<file path="src/rtl/reg_file_pkg.sv">
// Shared register-file constants.
// Used by the register file and its writeback arbiter.
package reg_file_pkg;
  localparam int REG_AW = 5;
  localparam int REG_DW = 64;
  localparam int REG_NUM = 32;
  localparam int WB_NREQ_DEFAULT = 3;
  localparam logic [REG_AW-1:0] ZERO_REG = 5'd0;
endpackage

</file>
<file path="src/rtl/rr_arbiter.sv">
// Round-robin one-hot grant generator.
// Owns the rotating priority pointer.
module rr_arbiter #(
  parameter int NREQ = 3
) (
  input  logic            clk_i,
  input  logic            nrst_i,
  input  logic [NREQ-1:0] req_i,
  input  logic            hold_i,
  input  logic            xfer_i,
  output logic [NREQ-1:0] gnt_o
);
  localparam int PW = (NREQ > 1) ? $clog2(NREQ) : 1;

  logic [PW-1:0]   ptr_q, ptr_d;
  logic [PW-1:0]   idx;
  logic            found;
  logic [NREQ-1:0] gnt;

  // Search from ptr upward, wrapping modulo NREQ
  always_comb begin
    gnt   = '0;
    found = 1'b0;
    idx   = '0;
    for (int k = 0; k < NREQ; k++) begin
      idx = PW'((int'(ptr_q) + k) % NREQ);
      if (!found && req_i[idx]) begin
        gnt[idx] = 1'b1;
        found    = 1'b1;
      end
    end
    if (hold_i || !nrst_i) gnt = '0;
  end

  assign gnt_o = gnt;

  always_comb begin
    ptr_d = ptr_q;
    for (int i = 0; i < NREQ; i++) begin
      if (xfer_i && gnt[i]) ptr_d = PW'((i + 1) % NREQ);
    end
  end

  always_ff @(posedge clk_i or negedge nrst_i) begin
    if (!nrst_i) ptr_q <= '0;
    else         ptr_q <= ptr_d;
  end
endmodule

</file>
<file path="src/rtl/reg_wb_arbiter.sv">
// Writeback arbiter for the register file write port.
// Round-robin grant, registered write outputs.
module reg_wb_arbiter
  import reg_file_pkg::*;
#(
  parameter int NREQ = WB_NREQ_DEFAULT,
  parameter int AW   = REG_AW,
  parameter int DW   = REG_DW
) (
  input  logic             clk_i,
  input  logic             nrst_i,
  input  logic             hold_i,
  input  logic [NREQ-1:0]  req_valid_i,
  input  logic [NREQ*AW-1:0] req_addr_i,
  input  logic [NREQ*DW-1:0] req_data_i,
  output logic [NREQ-1:0]  req_ready_o,
  output logic             RegWrite_o,
  output logic [AW-1:0]    RDaddr_o,
  output logic [DW-1:0]    RDdata_o,
  output logic             busy_o
);
  logic [NREQ-1:0] gnt;
  logic            xfer;
  logic [AW-1:0]   sel_addr;
  logic [DW-1:0]   sel_data;
  logic            we_q, we_d;
  logic [AW-1:0]   addr_q, addr_d;
  logic [DW-1:0]   data_q, data_d;

  rr_arbiter #(.NREQ(NREQ)) u_rr (
    .clk_i  (clk_i),
    .nrst_i (nrst_i),
    .req_i  (req_valid_i),
    .hold_i (hold_i),
    .xfer_i (xfer),
    .gnt_o  (gnt)
  );

  assign req_ready_o = gnt;
  assign xfer        = |(gnt & req_valid_i);

  always_comb begin
    sel_addr = '0;
    sel_data = '0;
    for (int i = 0; i < NREQ; i++) begin
      if (gnt[i]) begin
        sel_addr = sel_addr | req_addr_i[i*AW +: AW];
        sel_data = sel_data | req_data_i[i*DW +: DW];
      end
    end
  end

  // Register 0 handshakes normally but never raises the write enable
  always_comb begin
    we_d   = 1'b0;
    addr_d = addr_q;
    data_d = data_q;
    if (xfer) begin
      we_d   = (sel_addr != AW'(ZERO_REG));
      addr_d = sel_addr;
      data_d = sel_data;
    end
  end

  always_ff @(posedge clk_i or negedge nrst_i) begin
    if (!nrst_i) begin
      we_q   <= 1'b0;
      addr_q <= '0;
      data_q <= '0;
    end else begin
      we_q   <= we_d;
      addr_q <= addr_d;
      data_q <= data_d;
    end
  end

  assign RegWrite_o = we_q;
  assign RDaddr_o   = addr_q;
  assign RDdata_o   = data_q;
  assign busy_o     = we_q;
endmodule

</file>
<file path="config.mk">
export PLATFORM = sky130hd
export DESIGN_NAME = reg_wb_arbiter
export DESIGN_NICKNAME = d
export VERILOG_FILES = /design/src/rtl/reg_file_pkg.sv /design/src/rtl/rr_arbiter.sv /design/src/rtl/reg_wb_arbiter.sv
export SDC_FILE = /design/constraint.sdc
export NUM_CORES = 1
export LEC_CHECK = 0
export ABC_AREA = 1
export CAP_MARGIN = 40
export CORE_AREA = 2 2 112 114
export CTS_CLUSTER_SIZE = 12
export DETAILED_ROUTE_END_ITERATION = 7
export DIE_AREA = 0 0 114 116
export HOLD_SLACK_MARGIN = 0.08
export PLACE_DENSITY = 0.89
export SYNTH_ARGS = -nofsm -noshare
export SYNTH_HDL_FRONTEND = slang
export SYNTH_SLANG_ARGS = --single-unit
</file>
<file path="constraint.sdc">
create_clock -name clk_i -period 3.3 [get_ports clk_i]
set_input_delay 0.99 -clock clk_i [delete_from_list [all_inputs] [get_ports clk_i]]
set_output_delay 0.99 -clock clk_i [all_outputs]
set_load 0.02 [all_outputs]
</file>
==> results.tsv, run 1 <==
metric	value	unit
yosysWarnings	0	
clock_power_share	0.164	
grt_use_total	0.244	
worstReg2RegEnd	u_rr.ptr_q[0]$_DFFE_PN0P_	
rows	40	
swShare	0.429	
min_path_cells	2	
leakage	0.00370	µW
synth_simple_gate_area_frac	0.490	
root_buffer	clkbuf_16	
min_period	3.18	ns
cts.sinks	72	
fin_hold_ws	0.469	ns
worst_pin_slew	0.734	ns
pre_cts_ws	-0.593	ns
synth_top_area_cell	dfrtp_1	
die_x	114	µm
holdPathEnd	RDdata_o[11]$_DFFE_PN0N_	
synth_cell_types	17	
synth_top_cell_area_share	0.416	
layout-drive-gt1-share	0.0596	
p_sw	2570	µW
hp-start	RDdata_o[11]$_DFFE_PN0N_	
first_pass_iters	7	
antenna_cells	0	
routedWlPerCell	14.7	µm
die_area	13200	µm²
drt-initial-drc-count	420	
required	2.31	ns
critPathKind	in -> out	
total_power	5980	µW
stdcell_count	1103	
ys_seq_area_frac	0.416	
grt.overflow.total	0	
synth_area_per_cell	6.46	µm²
grt_pass1_vias	5283	
antenna_found_initial	0	
drc_errors	0	
period_share	0.965	
area_growth	76.5	%
gp_routability_congestion	0.865	
slew_violations	0	
crit_path_end_kind	output port	
place_hpwl	12400	µm
layout_commonest_cell	nand2_1	
routed_wl	16200	µm
p_per_area	783	nW/µm²
synth_top_family_by_area	simple AND/OR/NAND/NOR gates	
path_max_fanout	4	
cts-hold-fix-buffers	0	
cts_made_buffers	9	
synth_seq_cells	72	
viasPerCell	4.83	
final_cell_mix	419 x nand2_1, 279 x clkdlybuf4s50_1, 84 x nand3_1	
postSynthNetCount	887	
slew_headroom	0.511	
dp.cells	1087	
core	11900	µm²
clock_path_buffers	2	
rr_worst_depth	17	
holdCritPathClass	reg -> reg	
final_antenna_net_count	0	
seqPwrFrac	0.251	
synthAdderAreaFrac	0.0116	
synth-xor-area-share	0	
peakVddDrop	0.000386	V
setup_ws	0.117	ns
fp.dieH	116	µm
io_pins	287	
grt_max_degree	66	
max_cap_viol_count	0	
status	finished, final reports clean	
cp-start-kind	primary input	
syn_inst	670	
start_util	0.363	
post_synth_main_area_contributors	dfrtp_1 42%, nand2_1 36%, nand3_1 9.7%, buf_2 2.2%, buf_4 1.6%	
post-cts-setup-buffer-count	0	
syn_area	4330	µm²
setup_violations	0	
synth_mux_area_frac	0	
rrSetupSlack	0.48	ns
synth_compound_area_frac	0.0113	
portBuffers	286	
hold_violations	0	
grt_pass1_wl	25300	µm
rsz0062_at_grt	false	
vias	5333	
path_clk_slew	0.05	ns
htreeDepth	3	
p_int	3410	µW
cp.arrival	2.19	ns
p_comb_frac	0.585	
skew	0.00625	ns
timing.rr.start	u_rr.ptr_q[0]$_DFFE_PN0P_	
nets	1168	
cts_tree	done	
clk_latency	0.32	ns
fmax	0.314	GHz
[registers in the layout, summed over array words and instances, names as in the netlist]
register,cells
RegWrite_o,1
RDdata_o,64
RDaddr_o,5
u_rr.ptr_q,2
[cells in the mapped netlist (all sizes together)]
library cell and count:
nor2 13, nand2 423, buf 32, nand3 87, dfrtp 72, clkbuf 6, o21ai 9, ha 4
nand3b 2, inv 20, nand4 2
[what timing repair did]
item,4_1_cts,5_1_grt
setup endpoints to repair,3,2
gates resized for setup,10,5
pin swaps,0,0
cloned,0,0
[cells by family after synthesis]
logic type      count (synthesis)
fa+ha+maj                       4
flops                          72
compound gates                  9
buf+inv                        58
simple gates                  527
[per-layer routing]
metal	GRT usage	share of wire
met5	0	0
met4	0.114	0.034
met3	0.0685	0.094
met2	0.450	0.50
met1	0.259	0.37
[worst max-delay path: stages]
cell           delay [ns]
dlygate4sd2_1        0.27
nand2_1              0.09
nand3_2              0.10
nand2_2              0.11
buf_4                0.14
nand3_1              0.07
nand2_1              0.06
inv_1                0.04
nand2_1              0.08
nand2_2              0.06
inv_2                0.05
buf_4                0.15
[stage by stage]
stage                     utilization  setup TNS (ns)  area (µm²)
after floorplan                     -               0        4330
after global placement          0.614          -0.970        7320
after detailed placement        0.616           -3.60        7340
after CTS                       0.641               0        7640
after global routing            0.641               0        7640
final                           0.641               0        7640
[layout make-up]
class | count | area [µm²]
multi-input combinational | 540 | 2230
clock inverter | 3 | 40.0
fill | 1051 | 4270
timing repair buffer | 308 | 3050
sequential | 72 | 1800
inverter | 20 | 77.6
clock buffer | 13 | 260
tap | 147 | 184
[power by group through the flow]
| stage | clock network [µW] | logic [µW] | registers [µW] |
|---|---|---|---|
| 5_1_grt | 1050 | 3840 | 1550 |
| 3_5_place_dp | 0 | 3500 | 1510 |
| 4_1_cts | 1000 | 3510 | 1500 |
| 2_1_floorplan | 0 | 1490 | 1950 |
| 3_3_place_gp | 0 | 3430 | 1490 |
| 6_report | 982 | 3490 | 1500 |
[how the worst max path moves through the flow]
stage,start,endpoint,cells after the start
after detailed placement,req_valid_i[1],req_ready_o[1],12
final,req_valid_i[1],req_ready_o[0],12
after global placement,req_valid_i[1],req_ready_o[1],12
after CTS,req_valid_i[2],req_ready_o[0],12
after global routing,u_rr.ptr_q[0]$_DFFE_PN0P_,req_ready_o[2],12
after floorplan,req_valid_i[1],req_ready_o[1],11
(Power assumes the default switching activity.)
==> run 2, diff against run 1 <==
Settings changed: CTS_BUF_LIST from default to sky130_fd_sc_hd__clkbuf_4.
==> run 2 against run 1 <==
Compared with the run above: power is 6.3% lower; critical path depth stayed put; die area stayed put; fmax hardly changed; cell area is 1.8% lower; sequential power hardly changed; via count is 0.47% higher; hold slack better by 0.014 ns; count of clock-buffer cells in the layout is 2 lower; flip-flop and latch count stayed put; critical endpoint unchanged; largest power group unchanged.
==> results.tsv, run 2 (synthesis gave the netlist of run 1 again) <==
metric	value	unit	change
status	finished, final reports clean		unchanged
path_max_fanout	4		unchanged
utilization	0.630		was 0.641
required	2.31	ns	about the same
worst_pin_slew	0.731	ns	was 0.734 ns
pre_cts_ws	-0.593	ns	unchanged
grt_use_total	0.245		was 0.244
clock_path_buffers	2		unchanged
slew_headroom	0.513		was 0.511
grt_pass1_wl	25300	µm	about the same
routed_wl	16300	µm	was 16200 µm
drc_errors	0		unchanged
place_hpwl	12400	µm	unchanged
layout_commonest_cell	nand2_1		unchanged
grt_max_degree	66		unchanged
peakVddDrop	0.000373	V	was 0.000386 V
critPathKind	in -> out		unchanged
viasPerCell	4.84		was 4.83
grt_pass1_vias	5268		was 5283
vias	5358		was 5333
htreeDepth	3		unchanged
fmax	0.314	GHz	about the same
gp_routability_congestion	0.865		unchanged
cts_tree	done		unchanged
cts_made_buffers	9		unchanged
drt-initial-drc-count	418		was 420
slew_violations	0		unchanged
min_period	3.18	ns	about the same
crit_path_end_kind	output port		unchanged
die_x	114	µm	unchanged
rsz0062_at_grt	true		was false
period_share	0.965		about the same
hold_violations	0		unchanged
cts-hold-fix-buffers	0		unchanged
grt.overflow.total	0		unchanged
fp.dieH	116	µm	unchanged
antenna_found_initial	0		unchanged
p_per_area	746	nW/µm²	was 783 nW/µm²
max_cap_viol_count	0		unchanged
setup_violations	0		unchanged
holdCritPathClass	reg -> reg		unchanged
first_pass_iters	7		unchanged
routedWlPerCell	14.8	µm	was 14.7 µm
placed_cell_area	7340	µm²	unchanged
start_util	0.363		unchanged
clk_latency	0.41	ns	was 0.32 ns
leakage	0.00363	µW	was 0.00370 µW
area_growth	73.3	%	was 76.5%
num-fill-cells	1070		was 1051
core	11900	µm²	unchanged
rows	40		unchanged
path_clk_slew	0.11	ns	was 0.05 ns
final_antenna_net_count	0		unchanged
cp-start-kind	primary input		unchanged
nets	1170		was 1168
final_cell_mix	418 x nand2_1, 279 x clkdlybuf4s50_1, 84 x nand3_1		was 419 x nand2_1, 279 x clkdlybuf4s50_1, 84 x nand3_1
root_buffer	clkbuf_4		was clkbuf_16
portBuffers	286		unchanged
die_area	13200	µm²	unchanged
layout-drive-gt1-share	0.0647		was 0.0596
skew	0.0158	ns	was 0.00625 ns
cts.sinks	72		unchanged
io_pins	287		unchanged
fin_hold_ws	0.483	ns	was 0.469 ns
cp.arrival	2.19	ns	about the same
final_area	7500	µm²	was 7640 µm²
setup_ws	0.116	ns	was 0.117 ns
largest_reg_flops	64		unchanged
run 2: changes by cell type in the layout (fill, tap and decap cells not counted), moves of 2 or more:
cell	change
clkinv_1	+2
clkbuf_8	-2
clkbuf_16	-9
clkbuf_4	+11
buf_4	+2
clkbuf_1	-2
run 2: report_power, final:
part / internal (µW) / switching, µW / total [µW]
Clock: 242 / 312 / 554
Combinational: 1540 / 2010 / 3550
Sequential: 1280 / 218 / 1490
Total: 3060 / 2540 / 5600
run 2: through the flow:
step,power (µW),std cells,TNS (ns)
2_1_floorplan,3440,670,0
3_3_place_gp,4920,1086,-0.970
3_5_place_dp,5010,1087,-3.60
4_1_cts,5580,1103,0
5_1_grt,6050,1105,-0.0375
6_report,5600,1106,0
run 2: final timing paths:
kind / startpoint / to / slack [ns] / depth (start not counted)
max in group asynchronous: nrst_i / RDdata_o[8]$_DFFE_PN0N_ / 2.08 / 3
min in group asynchronous: nrst_i / RDaddr_o[3]$_DFFE_PN0N_ / 0.62 / 2
hold / removal: RDdata_o[0]$_DFFE_PN0N_ / RDdata_o[0]$_DFFE_PN0N_ / 0.48 / 2
setup / recovery: req_valid_i[1] / req_ready_o[0] / 0.12 / 12
setup reg to reg: u_rr.ptr_q[0]$_DFFE_PN0P_ / u_rr.ptr_q[0]$_DFFE_PN0P_ / 0.52 / 17
hold reg to reg: RDdata_o[0]$_DFFE_PN0N_ / RDdata_o[0]$_DFFE_PN0N_ / 0.48 / 2
run 2: critical path, stage by stage:
cell,delay [ns]
dlygate4sd2_1,0.27
nand2_1,0.09
nand3_2,0.09
nand2_2,0.11
buf_4,0.14
nand3_1,0.07
nand2_1,0.06
inv_1,0.03
nand2_1,0.08
nand2_2,0.06
inv_2,0.05
buf_4,0.15
run 2: area by class of cell:
| class | instances | area (µm²) | share of cell area |
|---|---|---|---|
| timing repair buffer | 310 | 3060 | 0.408 |
| multi-input combinational | 540 | 2240 | 0.299 |
| sequential | 72 | 1800 | 0.240 |
| tap | 147 | 184 | 0.0245 |
| clock buffer | 11 | 82.6 | 0.0110 |
| inverter | 20 | 77.6 | 0.0103 |
| clock inverter | 5 | 47.5 | 0.00634 |
| antenna | 1 | 2.50 | 0.000334 |
run 2: repair_timing:
item	in CTS	in global routing
resized for setup	10	9
setup buffers	0	2
endpoints found under the hold margin	0	0
endpoints found under the setup margin	3	3
run 2: routing by layer:
metal | up-vias | global-route usage | routed length, µm
met5 | - | 0 | 0
met4 | 0 | 0.101 | 524
met3 | 35 | 0.0785 | 1610
met2 | 278 | 0.453 | 8240
met1 | 2409 | 0.257 | 5960
li1 | 2636 | - | -
